**config.mk**
```make
export PLATFORM = sky130hd
export DESIGN_NAME = fifo_word_packer
export DESIGN_NICKNAME = d
export VERILOG_FILES = /design/src/rtl/packer_pkg.sv /design/src/rtl/packer_timeout_cnt.sv /design/src/rtl/fifo_word_packer.sv
export SDC_FILE = /design/constraint.sdc
export NUM_CORES = 1
export LEC_CHECK = 0
export ABC_AREA = 0
export CORE_MARGIN = 3
export CORE_UTILIZATION = 46
export CTS_CLUSTER_SIZE = 16
export DETAILED_ROUTE_END_ITERATION = 12
export PLACE_DENSITY = 0.8
export SETUP_SLACK_MARGIN = 0.02
export SLEW_MARGIN = 15
export SYNTH_ARGS = -nofsm -noshare
export SYNTH_HDL_FRONTEND = slang
export SYNTH_SLANG_ARGS = --single-unit
export TNS_END_PERCENT = 20
```
**constraint.sdc**
```tcl
create_clock -name clk -period 4.24 [get_ports clk]
set_input_delay 0.636 -clock clk [delete_from_list [all_inputs] [get_ports clk]]
set_output_delay 0.636 -clock clk [all_outputs]
set_load 0.05 [all_outputs]
```
**src/rtl/packer_pkg.sv**
```systemverilog
// Shared types and widths for the FIFO word packer.
// Holds the FSM state enum, default geometry and width helpers.
package packer_pkg;

  typedef enum logic [1:0] {
    S_IDLE,
    S_WAIT,
    S_OUT
  } state_t;

  localparam int unsigned DEF_BYTE_WIDTH     = 8;
  localparam int unsigned DEF_WORD_BYTES     = 4;
  localparam int unsigned DEF_TIMEOUT_CYCLES = 1000000;

  function automatic int unsigned pend_w(input int unsigned wb);
    return $clog2(wb + 1);
  endfunction

  function automatic int unsigned tcnt_w(input int unsigned tc);
    return $clog2(tc + 1);
  endfunction

  localparam int unsigned PEND_W = pend_w(DEF_WORD_BYTES);
  localparam int unsigned TCNT_W = tcnt_w(DEF_TIMEOUT_CYCLES);

endpackage

```
**src/rtl/packer_timeout_cnt.sv**
```systemverilog
// Idle counter that drops a stale partial word.
// Ports: clk, reset (async, active-low), clear, pop, active
//        (idle with bytes pending), expire (comb), timeout (pulse).
module packer_timeout_cnt
  import packer_pkg::*;
#(
  parameter int unsigned TIMEOUT_CYCLES = DEF_TIMEOUT_CYCLES,
  parameter int unsigned CNT_W          = TCNT_W
) (
  input  logic clk,
  input  logic reset,
  input  logic clear,
  input  logic pop,
  input  logic active,
  output logic expire,
  output logic timeout
);

  logic [CNT_W-1:0] cnt_q;
  logic             hit;

  // The cycle that would take the count to TIMEOUT_CYCLES
  // is the last idle cycle; the drop lands on its edge.
  assign hit    = (cnt_q == CNT_W'(TIMEOUT_CYCLES - 1));
  assign expire = active && hit && !clear;

  always_ff @(posedge clk or negedge reset) begin
    if (!reset) begin
      cnt_q   <= '0;
      timeout <= 1'b0;
    end else begin
      timeout <= expire;
      if (clear || pop || expire) begin
        cnt_q <= '0;
      end else if (active) begin
        cnt_q <= cnt_q + CNT_W'(1);
      end
    end
  end

endmodule

```
**src/rtl/fifo_word_packer.sv**
```systemverilog
// Pops bytes from the RX FIFO and packs them little-endian into words.
// Ports: clk, reset (async, active-low), clear, fifo_empty/fifo_read/
//   fifo_read_data (pop side), word_valid/word_ready/word_data (push
//   side), bytes_pending, busy, timeout.
// Optional: define PACKER_TIMEOUT_EN to drop stale partial words.
module fifo_word_packer
  import packer_pkg::*;
#(
  parameter int unsigned BYTE_WIDTH     = DEF_BYTE_WIDTH,
  parameter int unsigned WORD_BYTES     = DEF_WORD_BYTES,
  parameter int unsigned TIMEOUT_CYCLES = DEF_TIMEOUT_CYCLES
) (
  input  logic                               clk,
  input  logic                               reset,
  input  logic                               clear,
  input  logic                               fifo_empty,
  output logic                               fifo_read,
  input  logic [BYTE_WIDTH-1:0]              fifo_read_data,
  output logic                               word_valid,
  input  logic                               word_ready,
  output logic [WORD_BYTES*BYTE_WIDTH-1:0]   word_data,
  output logic [pend_w(WORD_BYTES)-1:0]      bytes_pending,
  output logic                               busy,
  output logic                               timeout
);

  localparam int unsigned PW = pend_w(WORD_BYTES);
  localparam int unsigned DW = WORD_BYTES * BYTE_WIDTH;

  if (WORD_BYTES < 2 || WORD_BYTES > 8 || TIMEOUT_CYCLES < 1) begin : g_cfg_err
    $error("fifo_word_packer: unsupported WORD_BYTES or TIMEOUT_CYCLES");
  end

  state_t        state_q, state_d;
  logic [PW-1:0] pend_q, pend_d, pend_inc;
  logic [DW-1:0] data_q, data_d;
  logic          valid_q;
  logic          last;
  logic          capture;
  logic          accept;
  logic          expire;
  logic          drop;

  assign pend_inc = pend_q + PW'(1);
  assign last     = (pend_inc == PW'(WORD_BYTES));
  assign capture  = (state_q == S_WAIT) && !clear;
  assign accept   = (state_q == S_OUT) && word_ready && !clear;
  assign drop     = clear || accept || expire;

  always_comb begin
    state_d   = state_q;
    fifo_read = 1'b0;
    unique case (state_q)
      S_IDLE: begin
        fifo_read = !fifo_empty;
        if (!fifo_empty) state_d = S_WAIT;
      end
      S_WAIT: begin
        if (last) state_d = S_OUT;
        else if (!fifo_empty) fifo_read = 1'b1;
        else state_d = S_IDLE;
      end
      S_OUT: begin
        if (word_ready) state_d = S_IDLE;
      end
      default: state_d = S_IDLE;
    endcase
    if (clear) begin
      state_d   = S_IDLE;
      fifo_read = 1'b0;
    end
    // No pop may escape while reset is held.
    if (!reset) fifo_read = 1'b0;
  end

  // capture and drop are exclusive: expire only fires in S_IDLE.
  always_comb begin
    pend_d = pend_q;
    data_d = data_q;
    unique case (1'b1)
      capture: begin
        pend_d = pend_inc;
        for (int i = 0; i < int'(WORD_BYTES); i++) begin
          if (pend_q == PW'(i)) begin
            data_d[i*BYTE_WIDTH +: BYTE_WIDTH] = fifo_read_data;
          end
        end
      end
      drop:    pend_d = '0;
      default: ;
    endcase
  end

  always_ff @(posedge clk or negedge reset) begin
    if (!reset) begin
      state_q <= S_IDLE;
      pend_q  <= '0;
      data_q  <= '0;
      valid_q <= 1'b0;
    end else begin
      state_q <= state_d;
      pend_q  <= pend_d;
      data_q  <= data_d;
      valid_q <= (state_d == S_OUT);
    end
  end

`ifdef PACKER_TIMEOUT_EN
  packer_timeout_cnt #(
    .TIMEOUT_CYCLES(TIMEOUT_CYCLES),
    .CNT_W         (tcnt_w(TIMEOUT_CYCLES))
  ) u_tmo (
    .clk    (clk),
    .reset  (reset),
    .clear  (clear),
    .pop    (fifo_read),
    .active ((state_q == S_IDLE) && (pend_q != '0)),
    .expire (expire),
    .timeout(timeout)
  );
`else
  assign expire  = 1'b0;
  assign timeout = 1'b0;
`endif

  assign word_valid    = valid_q;
  assign word_data     = data_q;
  assign bytes_pending = pend_q;
  assign busy          = (state_q != S_IDLE) || (pend_q != '0);

endmodule

```
==> summary.txt, run 1 <==
WL met2: 1770 um
final hold violations: 0
worst setup path class: in2out
Area Overhead vs Synth: 38.2%
total CTS buffers: 5
Gate Count Post-Synth: 110
Synth cell types: 23
synthesized area: 0.00161 mm2
clock slew at reported path FFs: 0.11 ns
syn_nets: 129
Post-Route WL: 3340 um
actual slew at the worst max-slew pin: 0.519 ns
drt via density: 5.05
first-pass GRT wire length: 5620 um
RSZ-0062 raised after global routing: no
post-synthesis mux area share: 0.224
Final nets: 183
fmax: 0.298 GHz
routability cong.: 0.800
dpl hpwl: 2430 um
Crit Path Max Fanout: 8
flops & latches, synth: 38
placed cells: 201
H-Tree Depth: 2
Die Y-Extent: 65.2 um
Max Slew Vio Count: 0
Post-Synth Adder-Cell Area: 0.0466
Post-Synth XOR/XNOR Area: 0
Power Dens Cells: 542 mW/mm2
post-route ant nets: 0
share of cells above drive strength 1: 0.285
DRT iter0 DRCs: 15
Hold Crit Class: in2async
metal3 WL: 127 um
Final Setup Violations: 0
Clock Skews: 0.00625 ns
DIE AREA: 0.00425 mm2
Post-Synth Simple-Gate Area: 0.0823
Post-Route Utilization: 0.695
M1 WL: 1360 um
count of buffers from port buffering: 50
# diodes: 0
GRT Overall Usage: 0.179
Static Leak: 0.992 nW
worst hold margin: 0.328 ns
Worst Setup Start Kind: input pin
Synth Area in Compound Gates: 0.0326
most common cell after layout, fill and taps aside: clkdlybuf4s50_1
total gr overflow: 0
vias in the first global route: 1165
core box area: 0.00320 mm2
YS warnings: 0
reg-to-reg slack, setup: 2.47 ns
Mean Syn Cell Area: 14.7 um2
Post-CTS Setup Bufs: 0
Max VDD drop: 0.319 mV
hold buffer count at CTS: 0
Die W: 65.2 um
fin crit share: 0.791
Initial Util: 0.503
cts repair resizes: 0
MaxCap Viol Count: 0
routed len/inst: 16.0 um
most frequent cells in the layout: 49 x clkdlybuf4s50_1, 38 x dfrtp_1, 31 x mux2_2, 6 x nor2_1, 6 x ha_1
Setup WS pre-CTS: 0.874 ns
DR vias: 1055
IO Pins: 52
Max Root-Sink Buffers: 2
# fillers: 237
Detailed Routing Iterations Pass 1: 3
clock sink count: 38
std cell rows: 20
CP arrival: 2.72 ns
crit path time final: 3.35 ns
Total Neg Setup Slack: 0 ns
Final WS setup: 0.886 ns
clk_lat worst skew: 0.35 ns
clock root buffer: clkbuf_4
CP Data Required Time: 3.60 ns
Max Used Layer: met4
Seq/Total Area, Yosys: 0.590
crit path capture type: output port
status: finished clean
clock tree from TritonCTS: done
largest net degree at the start of global routing: 40
largest family of logic cells by synthesized area: multiplexers
Post-Layout Cell Count: 209
initial antenna violation count: 0
relative slew slack: 0.653
drt drc: 0
[cell type report]
| type | instances | area, um2 | share of cell area |
|---|---|---|---|
| clock inverter | 3 | 45.0 | 0.0202 |
| sequential | 38 | 951 | 0.427 |
| inverter | 3 | 11.3 | 0.00506 |
| tap | 44 | 55.1 | 0.0247 |
| multi-input combinational | 65 | 624 | 0.280 |
| timing repair buffer | 51 | 503 | 0.226 |
| clock buffer | 5 | 37.5 | 0.0169 |
[metrics by stage]
step,power [W],cell area (um2)
2_1_floorplan,0.000788,1610
3_3_place_gp,0.000959,2140
3_5_place_dp,0.000968,2140
4_1_cts,0.00122,2230
5_1_grt,0.00126,2230
6_report,0.00121,2230
[state kept, by name, summed over array words and instances, names as in the netlist]
register / cells
bytes_pending: 3
word_data: 32
word_valid: 1
state_q: 2
[worst paths after layout]
kind / start / to / cells past startpoint
max: clear / fifo_read / 4
min: reset / word_valid / 2
max reg2reg: bytes_pending[0] / word_data[24] / 4
min reg2reg: word_data[0] / word_data[0] / 1
max in group asynchronous: reset / word_data[12] / 2
min in group clk: word_data[0] / word_data[0] / 1
[metal layers]
layer | vias up | track usage
li1 | 491 | -
met1 | 531 | 0.204
met2 | 26 | 0.312
met3 | 7 | 0.0325
met4 | 0 | 0.101
met5 | - | 0
[cell usage after synthesis (all sizes together)]
| master | n | share of area |
|---|---|---|
| dfrtp | 38 | 0.59 |
| mux2 | 32 | 0.22 |
| ha | 6 | 0.047 |
| nor2 | 6 | 0.014 |
| a21oi | 5 | 0.016 |
| nand2 | 4 | 0.014 |
| buf | 3 | 0.012 |
| inv | 3 | 0.0070 |
| a2111oi | 2 | 0.011 |
| nor3b | 2 | 0.016 |
| a221o | 1 | 0.0062 |
| and2 | 1 | 0.0039 |
| and2b | 1 | 0.0047 |
| clkbuf | 1 | 0.0031 |
| conb | 1 | 0.0023 |
| nand2b | 1 | 0.0085 |
| nand3 | 1 | 0.0031 |
| nor3 | 1 | 0.0031 |
| nor4b | 1 | 0.015 |
[where the power goes]
part	leakage [nW]	internal [W]	switching (W)
Combinational	0.462	0.000175	0.000317
Sequential	0.493	0.000429	0.0000374
Clock	0.0374	0.000124	0.000124
[cells by family (layout without fill, tap and decap cells)]
group,after synthesis,count (layout)
compound gates,8,8
fa+ha+maj,6,6
buf+inv,7,62
flops,38,38
mux,32,32
other cells,1,1
simple gates,18,18
[critical path: stages]
cell and delay [ns]:
clkdlybuf4s50_1 0.59, a2111oi_0 0.50, and2_1 0.19, clkdlybuf4s50_1 0.80
No activity file was read; power rests on OpenSTA's default activity.
==> inputs of run 2 (changes only) <==
--- a/config.mk
+++ b/config.mk
@@ -7,10 +7,10 @@
 export LEC_CHECK = 0
 export ABC_AREA = 0
 export CORE_MARGIN = 3
-export CORE_UTILIZATION = 46
+export CORE_UTILIZATION = 41
 export CTS_CLUSTER_SIZE = 16
 export DETAILED_ROUTE_END_ITERATION = 12
-export PLACE_DENSITY = 0.8
+export PLACE_DENSITY = 0.75
 export SETUP_SLACK_MARGIN = 0.02
 export SLEW_MARGIN = 15
 export SYNTH_ARGS = -nofsm -noshare
==> constraint.sdc (replaced) <==
create_clock -name clk -period 2.7 [get_ports clk]
set_input_delay 0.405 -clock clk [delete_from_list [all_inputs] [get_ports clk]]
set_output_delay 0.405 -clock clk [all_outputs]
set_load 0.05 [all_outputs]
==> summary.txt, run 2 (same netlist as run 1, synthesis figures left out) <==
status: finished clean
Max Root-Sink Buffers: 2
most frequent cells in the layout: 48 x clkdlybuf4s50_1, 38 x dfrtp_1, 31 x mux2_2
clk_lat worst skew: 0.29 ns
worst setup path class: reg2out
Buf/Inv on CP: 1
clock root buffer: clkbuf_8
crit path time final: 2.49 ns
cell mode on critical path: ha_1
DR vias: 1054
crit path capture type: output port
post-route ant nets: 0
core box area: 0.00372 mm2
first-pass GRT wire length: 5450 um
routed len/inst: 16.2 um
std cell rows: 22
Die W: 68.7 um
placed cells: 205
Worst path max stage delay: 0.48 ns
Total Neg Setup Slack: 0 ns
share of cells above drive strength 1: 0.291
most common cell after layout, fill and taps aside: clkdlybuf4s50_1
fin crit share: 0.920
hold buffer count at CTS: 0
Final WS setup: 0.215 ns
Crit Path Max Fanout: 7
CP Data Required Time: 2.30 ns
RSZ-0062 raised after global routing: no
Power Dens Cells: 848 mW/mm2
total gr overflow: 0
Total Power: 0.00191 W
drt drc: 0
IO Pins: 52
Hold Crit Class: in2async
Initial Util: 0.434
initial antenna violation count: 0
fmax: 0.402 GHz
clock slew at reported path FFs: 0.08 ns
Post-Route WL: 3450 um
placed cell area: 0.00216 mm2
count of buffers from port buffering: 50
CP top delay family: compound AO/OA/AOI/OAI gates
clock tree from TritonCTS: done
Post-Layout Cell Count: 213
Final nets: 183
# diodes: 0
cts repair resizes: 0
Max Slew Vio Count: 0
Static Leak: 1.01 nW
Die Y-Extent: 68.7 um
Slowest cell on crit path: a2111oi_0
dpl hpwl: 2510 um
GRT Overall Usage: 0.164
DIE AREA: 0.00472 mm2
MaxCap Viol Count: 0
max reg flops: 32
clock sink count: 38
CP arrival: 2.08 ns
vias in the first global route: 1105
actual slew at the worst max-slew pin: 0.551 ns
total CTS buffers: 5
DRT iter0 DRCs: 45
H-Tree Depth: 2
Detailed Routing Iterations Pass 1: 4
Final Setup Violations: 0
Clock Skews: 0.00518 ns
Setup WS pre-CTS: 0.386 ns
drt via density: 4.95
Post-CTS Setup Bufs: 0
final hold violations: 0
Worst Setup Start Kind: register
largest net degree at the start of global routing: 39
Area Overhead vs Synth: 39.9%
Final Cell Area: 0.00225 mm2
Max VDD drop: 0.470 mV
CP Cell Sequence: ha_1 > ha_1 > a2111oi_0 > and2_1 > buf_12
routability cong.: 0.749
relative slew slack: 0.632
run 2: cell types whose count changed in the layout (fill, tap and decap cells not counted):
cell	change
clkinvlp_4	-1
clkbuf_8	+6
buf_12	+1
clkinv_2	+1
clkbuf_4	-5
clkdlybuf4s50_1	-1
bufinv_16	-1
run 2: where the power goes:
group	total (W)	internal [W]	leakage (nW)	switching [W]
sequential	0.000735	0.000674	0.493	0.0000606
combinational	0.000772	0.000276	0.467	0.000495
clock	0.000405	0.000205	0.0472	0.000200
total	0.00191	0.00116	1.01	0.000756
run 2: path summary, 6_finish.rpt:
path | endpoint | from | slack, ns | depth (start not counted)
min in group clk | word_data[0] | word_data[0] | 0.50 | 1
min reg2reg | word_data[0] | word_data[0] | 0.50 | 1
max in group asynchronous | word_data[27] | reset | 2.19 | 2
max reg2reg | word_data[26] | bytes_pending[0] | 0.85 | 4
max | fifo_read | bytes_pending[0] | 0.21 | 5
min | word_data[18] | reset | 0.19 | 2
run 2: layout make-up:
type	instances	area [um2]
Clock buffer	6	82.6
Clock inverter	2	12.5
Fill cell	317	1460
Inverter	3	11.3
Multi-Input combinational cell	65	624
Sequential cell	38	951
Tap cell	48	60.1
Timing Repair Buffer	51	513
run 2: worst register-to-register path: cells and delay by family (launching register included):
kind / cells / cell delay [ns]
adder cells (fa/ha/maj): 2 / 0.38
flip-flops: 1 / 0.47
multiplexers: 1 / 0.40
AND/OR/NAND/NOR: 1 / 0.49
run 2: through the flow:
step                hold WS [ns]   util
global route               0.228  0.607
finish                     0.190  0.607
floorplan                  0.109      -
global placement           0.477  0.581
detailed placement         0.484  0.581
CTS                        0.199  0.607
run 2: metal layers:
metal,track usage,part of all wire
met5,0,0
met4,0.0657,0.014
met3,0.0502,0.060
met2,0.273,0.50
met1,0.198,0.43
